<file path="src/rtl/mem_port_arbiter.sv">
// mem_port_arbiter
// Shares one SRAM-like memory port between the instruction-fetch requester
// and the data (load/store) requester. Only one transaction is in flight at
// a time. The arbiter sequences the request / address-accept / data-return
// handshake and routes each response back to the requester that owns the
// transaction. An instruction response that is still outstanding when the
// pipeline flushes is dropped, but the memory-side handshake is still
// completed.
//
// Ports
//   clk, rst_n          : clock, synchronous active-low reset
//   i_inst_req/addr     : instruction read request (held until addr_ok)
//   i_inst_cancel       : flush pulse, drops an outstanding instruction response
//   o_inst_addr_ok      : instruction request accepted by memory
//   o_inst_data_ok      : instruction word valid on o_inst_rdata
//   i_data_req/wr/size/wstrb/addr/wdata : data request (held until addr_ok)
//   o_data_addr_ok      : data request accepted by memory
//   o_data_data_ok      : load data valid / store completed
//   o_mem_*             : shared port request, driven from latched fields
//   i_mem_addr_ok       : port accepted the request
//   i_mem_data_ok       : port returned data or write acknowledgement
//   i_mem_rdata         : returned data
module mem_port_arbiter #(
  parameter int ADDR_W = 32,
  parameter int DATA_W = 32
) (
  input  logic              clk,
  input  logic              rst_n,
  input  logic              i_inst_req,
  input  logic [ADDR_W-1:0] i_inst_addr,
  input  logic              i_inst_cancel,
  output logic              o_inst_addr_ok,
  output logic              o_inst_data_ok,
  output logic [DATA_W-1:0] o_inst_rdata,
  input  logic              i_data_req,
  input  logic              i_data_wr,
  input  logic [1:0]        i_data_size,
  input  logic [3:0]        i_data_wstrb,
  input  logic [ADDR_W-1:0] i_data_addr,
  input  logic [DATA_W-1:0] i_data_wdata,
  output logic              o_data_addr_ok,
  output logic              o_data_data_ok,
  output logic [DATA_W-1:0] o_data_rdata,
  output logic              o_mem_req,
  output logic              o_mem_wr,
  output logic [1:0]        o_mem_size,
  output logic [3:0]        o_mem_wstrb,
  output logic [ADDR_W-1:0] o_mem_addr,
  output logic [DATA_W-1:0] o_mem_wdata,
  input  logic              i_mem_addr_ok,
  input  logic              i_mem_data_ok,
  input  logic [DATA_W-1:0] i_mem_rdata
);

  typedef enum logic [1:0] {S_IDLE, S_REQ, S_WAIT} state_t;
  typedef enum logic {OWN_INST = 1'b0, OWN_DATA = 1'b1} owner_t;

  state_t            r_state;
  state_t            w_nextState;
  owner_t            r_owner;
  owner_t            r_last;
  logic              r_cancelPend;
  logic              r_memWr;
  logic [1:0]        r_memSize;
  logic [3:0]        r_memWstrb;
  logic [ADDR_W-1:0] r_memAddr;
  logic [DATA_W-1:0] r_memWdata;
  logic              w_instElig;
  logic              w_grant;
  logic              w_grantData;

  // Read data is simply forwarded; it only means something alongside data_ok.
  assign o_inst_rdata = i_mem_rdata;
  assign o_data_rdata = i_mem_rdata;

  // The shared port always sees the latched fields, so they stay stable
  // while the slave stalls address acceptance.
  assign o_mem_wr    = r_memWr;
  assign o_mem_size  = r_memSize;
  assign o_mem_wstrb = r_memWstrb;
  assign o_mem_addr  = r_memAddr;
  assign o_mem_wdata = r_memWdata;

  // Next-state and handshake outputs. A flushed instruction request is not
  // eligible in IDLE. On a tie the requester that was not served last wins.
  always_comb begin
    w_nextState    = r_state;
    w_instElig     = i_inst_req & ~i_inst_cancel;
    w_grant        = 1'b0;
    w_grantData    = 1'b0;
    o_mem_req      = 1'b0;
    o_inst_addr_ok = 1'b0;
    o_data_addr_ok = 1'b0;
    o_inst_data_ok = 1'b0;
    o_data_data_ok = 1'b0;
    case (r_state)
      S_IDLE: begin
        if (w_instElig && i_data_req) begin
          w_grant     = 1'b1;
          w_grantData = (r_last == OWN_INST);
        end else if (w_instElig || i_data_req) begin
          w_grant     = 1'b1;
          w_grantData = i_data_req;
        end
        if (w_grant) w_nextState = S_REQ;
      end
      S_REQ: begin
        o_mem_req = 1'b1;
        if (i_mem_addr_ok) begin
          o_inst_addr_ok = (r_owner == OWN_INST);
          o_data_addr_ok = (r_owner == OWN_DATA);
          w_nextState    = S_WAIT;
        end
      end
      S_WAIT: begin
        if (i_mem_data_ok) begin
          // A flush in this very cycle also drops the response.
          o_inst_data_ok = (r_owner == OWN_INST) && !r_cancelPend && !i_inst_cancel;
          o_data_data_ok = (r_owner == OWN_DATA);
          w_nextState    = S_IDLE;
        end
      end
      default: w_nextState = S_IDLE;
    endcase
  end

  // State, ownership, round-robin history, pending-cancel flag and the
  // latched request fields. Instruction grants present a plain word read.
  always_ff @(posedge clk) begin
    if (!rst_n) begin
      r_state      <= S_IDLE;
      r_owner      <= OWN_INST;
      r_last       <= OWN_INST;
      r_cancelPend <= 1'b0;
      r_memWr      <= 1'b0;
      r_memSize    <= 2'd0;
      r_memWstrb   <= 4'd0;
      r_memAddr    <= '0;
      r_memWdata   <= '0;
    end else begin
      r_state <= w_nextState;
      if (w_grant) begin
        if (w_grantData) begin
          r_owner    <= OWN_DATA;
          r_memWr    <= i_data_wr;
          r_memSize  <= i_data_size;
          r_memWstrb <= i_data_wstrb;
          r_memAddr  <= i_data_addr;
          r_memWdata <= i_data_wdata;
        end else begin
          r_owner    <= OWN_INST;
          r_memWr    <= 1'b0;
          r_memSize  <= 2'd2;
          r_memWstrb <= 4'd0;
          r_memAddr  <= i_inst_addr;
          r_memWdata <= '0;
        end
      end
      if (r_state == S_WAIT && i_mem_data_ok) r_last <= r_owner;
      if (w_nextState == S_IDLE) begin
        r_cancelPend <= 1'b0;
      end else if (r_state != S_IDLE && r_owner == OWN_INST && i_inst_cancel) begin
        r_cancelPend <= 1'b1;
      end
    end
  end

endmodule

</file>
<file path="config.mk">
export PLATFORM = sky130hd
export DESIGN_NAME = mem_port_arbiter
export DESIGN_NICKNAME = d
export VERILOG_FILES = /design/src/rtl/mem_port_arbiter.sv
export SDC_FILE = /design/constraint.sdc
export NUM_CORES = 1
export LEC_CHECK = 0
export ABC_CLOCK_PERIOD_IN_PS = 1900
export BUFFER_PORTS_ARGS = -buffer_cell sky130_fd_sc_hd__buf_2
export CAP_MARGIN = 20
export CORE_AREA = 2 2 109 111
export DETAILED_ROUTE_END_ITERATION = 8
export DIE_AREA = 0 0 111 113
export PLACE_DENSITY = 0.68
export SYNTH_ARGS = -nofsm -noshare
export SYNTH_HDL_FRONTEND = slang
export SYNTH_SLANG_ARGS = --single-unit
export TNS_END_PERCENT = 10
</file>
<file path="constraint.sdc">
create_clock -name clk -period 1.9 [get_ports clk]
set_input_delay 0.285 -clock clk [delete_from_list [all_inputs] [get_ports clk]]
set_output_delay 0.285 -clock clk [all_outputs]
set_load 0.005 [all_outputs]
</file>
==> metrics.md, run 1 <==
| Metric | Value |
|---|---|
| Run status | complete, no violations |
| Resized cells post-CTS | 0 |
| Setup clock skew after layout | 5.70 ps |
| Antenna diodes | 0 |
| RD Place Congestion | 0.841 |
| Final standard cell area without fillers | 4320 um^2 |
| Flops & latches, synth | 76 |
| Final worst path period share | 87.4% |
| Detailed-routing iteration count for the pre-antenna-repair pass | 5 |
| Setup Total Neg Slack | 0 ps |
| Critical Path End Type | output port |
| Initial core utilization | 31.0% |
| H-tree level count | 3 |
| Total routing usage reported by global routing | 15.8% |
| Clock sink total | 76 |
| Highest Clock Rate | between 600 and 700 MHz |
| Remaining global-route overflow | 0 |
| Routed via count | 3174 |
| Synth top area share | between 40% and 50% |
| Setup repair after global routing missed its margin | false |
| Synthesized netlist cell count | between 400 and 500 |
| Library cell occupying the most area in the post-synthesis netlist | sky130_fd_sc_hd__dfxtp_1 |
| Final #Nets | 655 |
| Core footprint | 11300 um^2 |
| Via count of the first global-routing pass | ~3200 |
| Residual DRC | 0 |
| Synth Warn # | 0 |
| Net switching component of the power | roughly 1100 uW |
| Number of buffers on the longest clock path | 2 |
| Die footprint | about 13000 um^2 |
| Tmin final | 1660 ps |
| Met3 demand-to-capacity share in global routing | 5.03% |
| Critical path origin | r_state[1]$_SDFF_PN0_ |
| Worst setup path category | reg -> out |
| Detailed router's first-iteration violation count | around 110 |
| Part of the Yosys area used for sequential elements | 43.6% |
| Synthesized area divided by synthesized cell count | 8.67 um^2 |
| Leak | 0.00206 uW |
| Total of endpoints with negative setup slack in the final report | 0 |
| Post-synth design cell area | 3490 um^2 |
| Worst vdd ir | 0.000354 V |
| Share of cells above drive strength 1 | 40.8% |
| Via/cell ratio | between 4 and 5 |
| Placed Instance Area | around 4000 um^2 |
| Top post-synthesis cells by count | sky130_fd_sc_hd__dfxtp_1, sky130_fd_sc_hd__a21oi_1, sky130_fd_sc_hd__buf_4, sky130_fd_sc_hd__nor2b_1, sky130_fd_sc_hd__a22oi_1 |
| Number of nets still failing antenna checks after routing | 0 |
| Die W | 111 um |
| Number of cells on the worst hold path | 3 |
| Post-detailed-route wirelength per cell | 15.4 um |
| Unique masters post-synth | 26 |
| Clock insertion delay at the later pin of the skew report | 320 ps |
| Pint | 3200 uW |
| Relative slew slack | 52.4% |
| Total clock buffers created by CTS | 9 |
| Number of enable flip-flop cells after synthesis | 0 |
| Max Cap Violations | 0 |
| CTS tree | done |
| Port Buf Inserts | 185 |
| Worst Path Max Fanout | 4 |
| Data arrival time of the worst path | 1380 ps |
| Met1 layer usage reported by global route | 18.3% |
| Reg2Reg Depth | 5 |
| Die height | 113 um |
| Max-slew violation total from the final report | 0 |
| Worst hold path type | in -> reg |
| Transition time at the pin with the least slew margin | between 700 and 800 ps |
| Post-Synthesis Net Count | 545 |
| Layout-stage area growth over the synthesis result | 23.7% |
| Source of the worst hold timing path | i_inst_addr[17] |
| Cell chosen for the clock root | sky130_fd_sc_hd__clkbuf_16 |
| Global-route wire length before repair | 16100 um |
| Met2 Resource Use GR | 27.3% |
| Placement row count | 39 |
| Register clock-pin slew on the reported worst setup and hold paths | around 60 ps |
| Worst r2r src | r_state[0]$_SDFF_PN0_ |
| Library cell with the highest instance count after synthesis | sky130_fd_sc_hd__dfxtp_1 |
| Count of final hold-check violations | 0 |
| Maximum number of pins on one net before global-route repair | between 40 and 50 |
| Pwr Density | between 900 and 1000 nW/um^2 |
| Sequential power share | between 40% and 50% |
| Hpwl dp | 7590 um |
| Initial antenna violation count | 0 |
| Post-CTS setup buffers | 0 |
| Primary FF master, synth | sky130_fd_sc_hd__dfxtp_1 |
| CP Data Required Time | 1620 ps |
| Hold buffer count at CTS | 0 |
| Clk pwr share | 40.2% |
| Synth async-reset ratio | 0% |
| Highest-utilization routing layer at the global route stage | met2 |
| Cell types with the largest area share after synthesis | sky130_fd_sc_hd__dfxtp_1, sky130_fd_sc_hd__buf_4, sky130_fd_sc_hd__a21oi_1 |
| Wirelength, routed | just over 10000 um |
| Sort of element at the start of the critical path | register |
| Ports | between 200 and 300 |
| Share of total power in combinational logic | 17.4% |
| Switching share of total power | around 25% |
[worst paths after layout]
| kind | endpoint | slack [ps] |
|---|---|---|
| worst max-delay path | o_inst_data_ok | 240 |
| worst min-delay path | o_mem_addr[17]$_SDFFE_PN0P_ | 200 |
| worst max register to register | o_mem_wdata[22]$_SDFFE_PN0P_ | 380 |
| worst min register to register | o_mem_addr[27]$_SDFFE_PN0P_ | 520 |
[sequential cells by signal, summed over array words and instances, names as in the netlist, 2 cells and up]
| name | cells |
|---|---|
| o_mem_addr | 32 |
| o_mem_size | 2 |
| o_mem_wstrb | 4 |
| o_mem_wdata | 32 |
| r_state | 2 |
[power groups by stage]
| stage | clock network, uW | registers [uW] | logic (uW) |
|---|---|---|---|
| final | 1730 | 1820 | 746 |
| after global routing | 1860 | 1840 | 835 |
| after floorplan | 0 | 1850 | 518 |
| after global placement | 0 | 1850 | 739 |
| after detailed placement | 0 | 1850 | 755 |
| after CTS | 1780 | 1820 | 756 |
[placed cells by master, fill, tap and decap left out, types with 2 or more instances in the layout]
cell	instances
sky130_fd_sc_hd__a21oi_1	67
sky130_fd_sc_hd__a22oi_1	38
sky130_fd_sc_hd__and3_1	2
sky130_fd_sc_hd__buf_2	185
sky130_fd_sc_hd__buf_4	6
sky130_fd_sc_hd__clkbuf_1	2
sky130_fd_sc_hd__clkbuf_16	9
sky130_fd_sc_hd__clkbuf_8	3
sky130_fd_sc_hd__dfxtp_1	76
sky130_fd_sc_hd__nand2_1	36
sky130_fd_sc_hd__nor2_1	2
sky130_fd_sc_hd__nor2b_1	42
sky130_fd_sc_hd__o21ai_0	25
sky130_fd_sc_hd__o21ai_1	8
[worst max-delay path, stage by stage (launching register included)]
cell                      delay [ps]
sky130_fd_sc_hd__dfxtp_1         420
sky130_fd_sc_hd__nor2b_1         240
sky130_fd_sc_hd__nand2_1         100
sky130_fd_sc_hd__nor4_1          150
sky130_fd_sc_hd__buf_2           150
[final cells by class]
| type | count | area (um^2) |
|---|---|---|
| Sequential cell | 76 | 1520 |
| Timing Repair Buffer | 192 | 991 |
| Multi-Input combinational cell | 233 | 1320 |
| Fill cell | 1169 | 6950 |
| Clock buffer | 14 | 274 |
| Tap cell | 143 | 179 |
| Clock inverter | 1 | 30.0 |
| Inverter | 1 | 3.75 |
[metrics by stage]
stage	hold WS (ps)	worst slack, ps	util, %	total power (uW)	cells
finish	198	238	38.3	4300	660
global route	189	75.9	38.3	4540	660
CTS	187	218	38.3	4360	660
detailed placement	506	371	35.6	2610	645
global placement	501	422	35.6	2590	645
floorplan	419	656	-	2370	403
[per-layer routing]
layer	wire length [um]	part of all wire, %
met2	5130	51
met1	4040	40
met3	768	7.6
met5	0	0
met4	198	2.0
[cell families (layout without fill, tap and decap cells)]
group           Yosys count  count (layout)  synth area share [%]
simple gates             90              90                  13.6
compound gates          143             143                  23.9
flops                    76              76                  43.6
buf+inv                  94             208                  18.9
No activity file was read; power rests on OpenSTA's default activity.
==> run 2: changes to the inputs <==
==> config.mk (replaced) <==
export PLATFORM = sky130hd
export DESIGN_NAME = mem_port_arbiter
export DESIGN_NICKNAME = d
export VERILOG_FILES = /design/src/rtl/mem_port_arbiter.sv
export SDC_FILE = /design/constraint.sdc
export NUM_CORES = 1
export LEC_CHECK = 0
export ABC_CLOCK_PERIOD_IN_PS = 1800
export BUFFER_PORTS_ARGS = -buffer_cell sky130_fd_sc_hd__buf_2
export CAP_MARGIN = 20
export CORE_AREA = 2 2 110 112
export DETAILED_ROUTE_END_ITERATION = 8
export DIE_AREA = 0 0 112 114
export PLACE_DENSITY = 0.67
export SYNTH_ARGS = -nofsm -noshare
export SYNTH_HDL_FRONTEND = slang
export SYNTH_SLANG_ARGS = --single-unit
export TNS_END_PERCENT = 10
==> constraint.sdc (replaced) <==
create_clock -name clk -period 1.8 [get_ports clk]
set_input_delay 0.27 -clock clk [delete_from_list [all_inputs] [get_ports clk]]
set_output_delay 0.27 -clock clk [all_outputs]
set_load 0.005 [all_outputs]
==> run 2 against run 1 <==
Wire length decreased by 1.3%. Sequential power increased by 5%. Global-route usage decreased by 0.66 points. Worst setup slack got worse by 45 ps. Sequential share of layout area decreased by 0.32 points. Register-to-register slack got worse by 170 ps. Clock skew decreased by 1.9 ps. Largest cell class unchanged. Utilization decreased by 1.1 points.
==> metrics.md, run 2 (synthesis gave the netlist of run 1 again) <==
| Metric | Value |
|---|---|
| Run status | complete, no violations |
| Die W | 112 um |
| Worst Path Max Fanout | 5 |
| Tmin final | 1610 ps |
| Remaining global-route overflow | 0 |
| Port Buf Inserts | 185 |
| Max Cap Violations | 0 |
| Critical Path, Cell by Cell | nor2b_1 > nand2_1 > nor2_1 > buf_2 |
| Ports | 282 |
| Initial antenna violation count | 0 |
| Detailed-routing iteration count for the pre-antenna-repair pass | 4 |
| Wirelength, routed | 10000 um |
| Net switching component of the power | about 1200 uW |
| Hpwl dp | 7300 um |
| Buf/Inv on CP | 1 |
| Switching share of total power | between 20 and 30% |
| Register clock-pin slew on the reported worst setup and hold paths | 60 ps |
| Total power after layout | 4660 uW |
| Worst setup path category | reg -> out |
| Count of final hold-check violations | 0 |
| Relative slew slack | 66.3% |
| Hold buffer count at CTS | 0 |
| CTS tree | done |
| Pwr Density | 1070 nW/um^2 |
| Transition time at the pin with the least slew margin | 505 ps |
| Area occupied by multi-input gates | 1320 um^2 |
| Final worst path period share | between 80% and 90% |
| CP Data Required Time | between 1500 and 2000 ps |
| Clock insertion delay at the later pin of the skew report | ~330 ps |
| Share of cells above drive strength 1 | 41.7% |
| Number of nets still failing antenna checks after routing | 0 |
| Total of endpoints with negative setup slack in the final report | 0 |
| Highest-utilization routing layer at the global route stage | met2 |
| Data arrival time of the worst path | 1340 ps |
| Total of fill cells in the finished design | about 1200 |
| Placement row count | 40 |
| Core footprint | 11700 um^2 |
| Detailed router's first-iteration violation count | 124 |
| Final #Nets | roughly 660 |
| Worst Setup Slack, final | 193 ps |
| Clock sink total | 76 |
| Layout-stage area growth over the synthesis result | 24.9% |
| Min Hold Slack | 181 ps |
| Master of the slowest instance on the critical path | sky130_fd_sc_hd__dfxtp_1 |
| Worst vdd ir | 0.000479 V |
| Met3 demand-to-capacity share in global routing | under 10% |
| Antenna diodes | 0 |
| Leading cell types in the layout, fill and taps excluded | sky130_fd_sc_hd__buf_2, sky130_fd_sc_hd__dfxtp_1, sky130_fd_sc_hd__a21oi_1 |
| Maximum number of pins on one net before global-route repair | 45 |
| Leading cell type in the layout, fill and taps excluded | sky130_fd_sc_hd__buf_2 |
| Crit-path max cell delay | 430 ps |
| Sequential power share | 41.2% |
| H-tree level count | 3 |
| RD Place Congestion | 0.723 |
| Setup clock skew after layout | 3.83 ps |
| Post-placement worst setup slack | about 190 ps |
| Routed via count | 3166 |
| Met1 layer usage reported by global route | between 10% and 20% |
| Setup Total Neg Slack | 0 ps |
| Total routing usage reported by global routing | around 15% |
| Max-slew violation total from the final report | 0 |
| Share of total power in combinational logic | 17.1% |
| Register area | around 1500 um^2 |
| Die height | 114 um |
| Via/cell ratio | 4.76 |
| Highest Clock Rate | ~620 MHz |
| Delay-heaviest family, CP | simple AND/OR/NAND/NOR gates |
| Setup repair after global routing missed its margin | false |
| Global-route wire length before repair | 15400 um |
| Die footprint | 12800 um^2 |
| Cell chosen for the clock root | sky130_fd_sc_hd__clkbuf_16 |
| Worst hold path type | in -> reg |
| Total clock buffers created by CTS | 9 |
| Residual DRC | 0 |
| Number of buffers on the longest clock path | 2 |
| Sort of element at the start of the critical path | register |
| Via count of the first global-routing pass | about 3100 |
| Clk pwr share | around two fifths |
| Met2 Resource Use GR | 26.3% |
| Initial core utilization | ~30% |
| Critical Path End Type | output port |
| Pint | 3460 uW |
| Post-detailed-route wirelength per cell | 15.0 um |
| Leak | 0.00208 uW |
## run 2: changes by cell type in the layout (fill, tap and decap cells not counted)
cell | previous run | this run
sky130_fd_sc_hd__buf_4 | 6 | 5
sky130_fd_sc_hd__clkbuf_8 | 3 | 1
sky130_fd_sc_hd__nor2b_2 | 1 | 2
sky130_fd_sc_hd__dfxtp_2 | 0 | 1
sky130_fd_sc_hd__bufinv_16 | 1 | 2
sky130_fd_sc_hd__clkbuf_1 | 2 | 0
sky130_fd_sc_hd__clkinv_2 | 0 | 2
sky130_fd_sc_hd__nor2b_1 | 42 | 41
sky130_fd_sc_hd__buf_12 | 1 | 2
sky130_fd_sc_hd__clkinv_4 | 0 | 2
sky130_fd_sc_hd__dfxtp_1 | 76 | 75
## run 2: final timing paths
| path | startpoint | to | slack, ps | cells past startpoint |
|---|---|---|---|---|
| setup / recovery | r_state[0]$_SDFF_PN0_ | o_inst_addr_ok | 190 | 4 |
| hold / removal | i_inst_addr[2] | o_mem_addr[2]$_SDFFE_PN0P_ | 180 | 3 |
| setup reg to reg | r_state[0]$_SDFF_PN0_ | o_mem_addr[7]$_SDFFE_PN0P_ | 210 | 5 |
| hold reg to reg | o_mem_addr[28]$_SDFFE_PN0P_ | o_mem_addr[28]$_SDFFE_PN0P_ | 520 | 2 |
## run 2: power groups by stage
stage / logic [uW] / clock network [uW] / registers, uW
floorplan: 547 / 0 / 1960
global placement: 787 / 0 / 1950
detailed placement: 807 / 0 / 1950
CTS: 808 / 2000 / 1920
global route: 894 / 2080 / 1940
finish: 796 / 1940 / 1920
## run 2: routing by layer
metal / vias to the layer above / routed length, um
met3: 30 / 774
li1: 1541 / -
met1: 1458 / 3890
met5: - / 0
met4: 0 / 199
met2: 137 / 5140
## run 2: repair_timing
item | CTS | global route
setup endpoints to repair | 0 | 1
buffers inserted | 0 | 0
gates resized for setup | 0 | 2
## run 2: final cells by class
class / count / area share [%]
sequential: 76 / 34.9
multi-input combinational: 233 / 30.3
timing repair buffer: 192 / 23.0
clock buffer: 10 / 5.48
tap: 147 / 4.21
clock inverter: 6 / 2.01
inverter: 1 / 0.0860
## run 2: tightest hold or removal path, cell delays in order
cell and delay [ps]:
sky130_fd_sc_hd__buf_2 90, sky130_fd_sc_hd__nand2_1 50, sky130_fd_sc_hd__a21oi_1 50
## run 2: per-stage QoR
stage          instance area, um^2  util [%]  cells
6_report                      4360      37.3    665
5_1_grt                       4360      37.3    665
4_1_cts                       4360      37.2    665
3_5_place_dp                  4030      34.4    649
3_3_place_gp                  4030      34.4    649
2_1_floorplan                 3490         -    403
==> run 3: changes to the inputs <==
--- a/config.mk
+++ b/config.mk
@@ -6,7 +6,7 @@
 export NUM_CORES = 1
 export LEC_CHECK = 0
 export ABC_CLOCK_PERIOD_IN_PS = 1800
-export BUFFER_PORTS_ARGS = -buffer_cell sky130_fd_sc_hd__buf_2
+export BUFFER_PORTS_ARGS = -buffer_cell sky130_fd_sc_hd__buf_4
 export CAP_MARGIN = 20
 export CORE_AREA = 2 2 110 112
 export DETAILED_ROUTE_END_ITERATION = 8
==> run 3 against run 2 <==
Utilization increased by 3.7 points. Sequential power about the same. First-iteration DRC count is 2.4% lower. Highest routed layer unchanged. Largest power group is now registers. Fmax shrank 0.34%. Combinational power rose by 18%. Sequential share of layout area is 3.1 points lower. Die area unchanged.
==> metrics.md, run 3 (synthesis gave the netlist of run 1 again) <==
| Metric | Value |
|---|---|
| Run status | complete, no violations |
| Worst vdd ir | between 0.0005 and 0.0006 V |
| Share of cells above drive strength 1 | 41.5% |
| Transition time at the pin with the least slew margin | 638 ps |
| Antenna diodes | 0 |
| Leading cell types in the layout, fill and taps excluded | sky130_fd_sc_hd__buf_4, sky130_fd_sc_hd__dfxtp_1, sky130_fd_sc_hd__a21oi_1 |
| Die footprint | approximately 13000 um^2 |
| Max Cap Violations | 0 |
| Register clock-pin slew on the reported worst setup and hold paths | 60 ps |
| Port Buf Inserts | 185 |
| Via/cell ratio | 4.81 |
| CP Data Required Time | 1530 ps |
| Number of buffers on the longest clock path | 2 |
| Detailed router's first-iteration violation count | 121 |
| Initial antenna violation count | 0 |
| Total of endpoints with negative setup slack in the final report | 0 |
| Setup repair after global routing missed its margin | false |
| Setup clock skew after layout | 8.75 ps |
| Leak | 0.00216 uW |
| Met3 demand-to-capacity share in global routing | 4.73% |
| Count of final hold-check violations | 0 |
| Met2 Resource Use GR | between 20% and 30% |
| Met1 layer usage reported by global route | 17.7% |
| Worst setup path category | reg -> out |
| Worst Path Max Fanout | 5 |
| Crit-path max cell delay | between 400 and 500 ps |
| Tmin final | 1610 ps |
| Number of nets still failing antenna checks after routing | 0 |
| Core footprint | 11700 um^2 |
| Max-slew violation total from the final report | 0 |
| Post-detailed-route wirelength per cell | between 15 and 20 um |
| Via count of the first global-routing pass | roughly 3300 |
| Wirelength, routed | 10500 um |
| Critical Path End Type | output port |
| RD Place Congestion | 0.754 |
| Cell chosen for the clock root | sky130_fd_sc_hd__clkbuf_16 |
| Worst hold path type | in -> reg |
| Maximum number of pins on one net before global-route repair | 77 |
| Total clock buffers created by CTS | 9 |
| Post-CTS setup buffers | 0 |
| Critical Path, Cell by Cell | nor2b_1 > nand2_1 > nor2_1 > buf_4 |
| Residual DRC | 0 |
| Total power after layout | 4720 uW |
| Clock sink total | 76 |
| Ports | 282 |
| Clock insertion delay at the later pin of the skew report | 330 ps |
| Die W | between 100 and 150 um |
| Relative slew slack | roughly 57% |
| Highest Clock Rate | just over 600 MHz |
| Leading cell type in the layout, fill and taps excluded | sky130_fd_sc_hd__buf_4 |
| Final #Nets | 653 |
| Data arrival time of the worst path | 1340 ps |
| Pwr Density | 985 nW/um^2 |
| Hold buffer count at CTS | 0 |
| Detailed-routing iteration count for the pre-antenna-repair pass | 4 |
| Highest-utilization routing layer at the global route stage | met2 |
| Initial core utilization | 29.8% |
| Final standard cell area without fillers | 4790 um^2 |
| CTS tree | done |
| Remaining global-route overflow | 0 |
| Routed via count | 3191 |
| Layout-stage area growth over the synthesis result | 37.2% |
| Final worst path period share | 89.6% |
| Placement row count | 40 |
| Total routing usage reported by global routing | 15.9% |
| H-tree level count | 3 |
| Placed Instance Area | ~4500 um^2 |
| Worst Setup Slack, final | 188 ps |
| Master of the slowest instance on the critical path | sky130_fd_sc_hd__dfxtp_1 |
| Resized cells post-CTS | 0 |
| Post-placement worst setup slack | between 200 and 250 ps |
| Sort of element at the start of the critical path | register |
| Hpwl dp | 7500 um |
| Finished Core Util | 40.9% |
| Die height | 114 um |
| Register-to-register path setup slack | 220 ps |
| Global-route wire length before repair | ~16000 um |
| Setup Total Neg Slack | 0 ps |
run 3: changes by cell type in the layout (fill, tap and decap cells not counted), sizes merged:
| cell | delta |
|---|---|
| inv | +3 |
| clkbuf | -1 |
| bufinv | -1 |
| clkinv | -3 |
| buf | -2 |
| clkinvlp | +2 |
run 3: power breakdown:
group / total, uW / internal, uW / switching (uW) / leakage [uW]
registers: 1920 / 1830 / 89.8 / 0.000627
clock network: 1850 / 1100 / 758 / 0.000145
logic: 942 / 510 / 432 / 0.00139
total: 4720 / 3440 / 1280 / 0.00216
run 3: final timing paths:
kind,start,cells past startpoint,to
max,r_state[0]$_SDFF_PN0_,4,o_inst_addr_ok
min,i_inst_addr[10],3,o_mem_addr[10]$_SDFFE_PN0P_
max reg2reg,r_state[0]$_SDFF_PN0_,5,o_mem_wdata[7]$_SDFFE_PN0P_
min reg2reg,o_mem_addr[31]$_SDFFE_PN0P_,2,o_mem_addr[31]$_SDFFE_PN0P_
run 3: through the flow:
| stage | hold slack, ps | std cells |
|---|---|---|
| after floorplan | 404 | 403 |
| after global placement | 509 | 647 |
| after detailed placement | 513 | 647 |
| after CTS | 173 | 663 |
| after global routing | 182 | 663 |
| final | 185 | 663 |
run 3: layer usage:
metal / vias to the layer above / routed length [um]
met4: 0 / 195
met5: - / 0
met3: 31 / 816
met1: 1498 / 4110
li1: 1543 / -
met2: 119 / 5340
run 3: area by class of cell:
cell class              count  area [um^2]
repair buffers            190         1450
clock inverters             7         82.6
inverters                   1         3.75
well taps                 147          184
flip-flops and latches     76         1520
fillers                  1186         6920
multi-input cells         233         1320
clock buffers               9          225
run 3: critical path: cells and delay by family, from the launching register on:
| family | cells | cell delay (ps) |
|---|---|---|
| buf+inv | 1 | 110 |
| simple gates | 3 | 460 |
| flops | 1 | 440 |
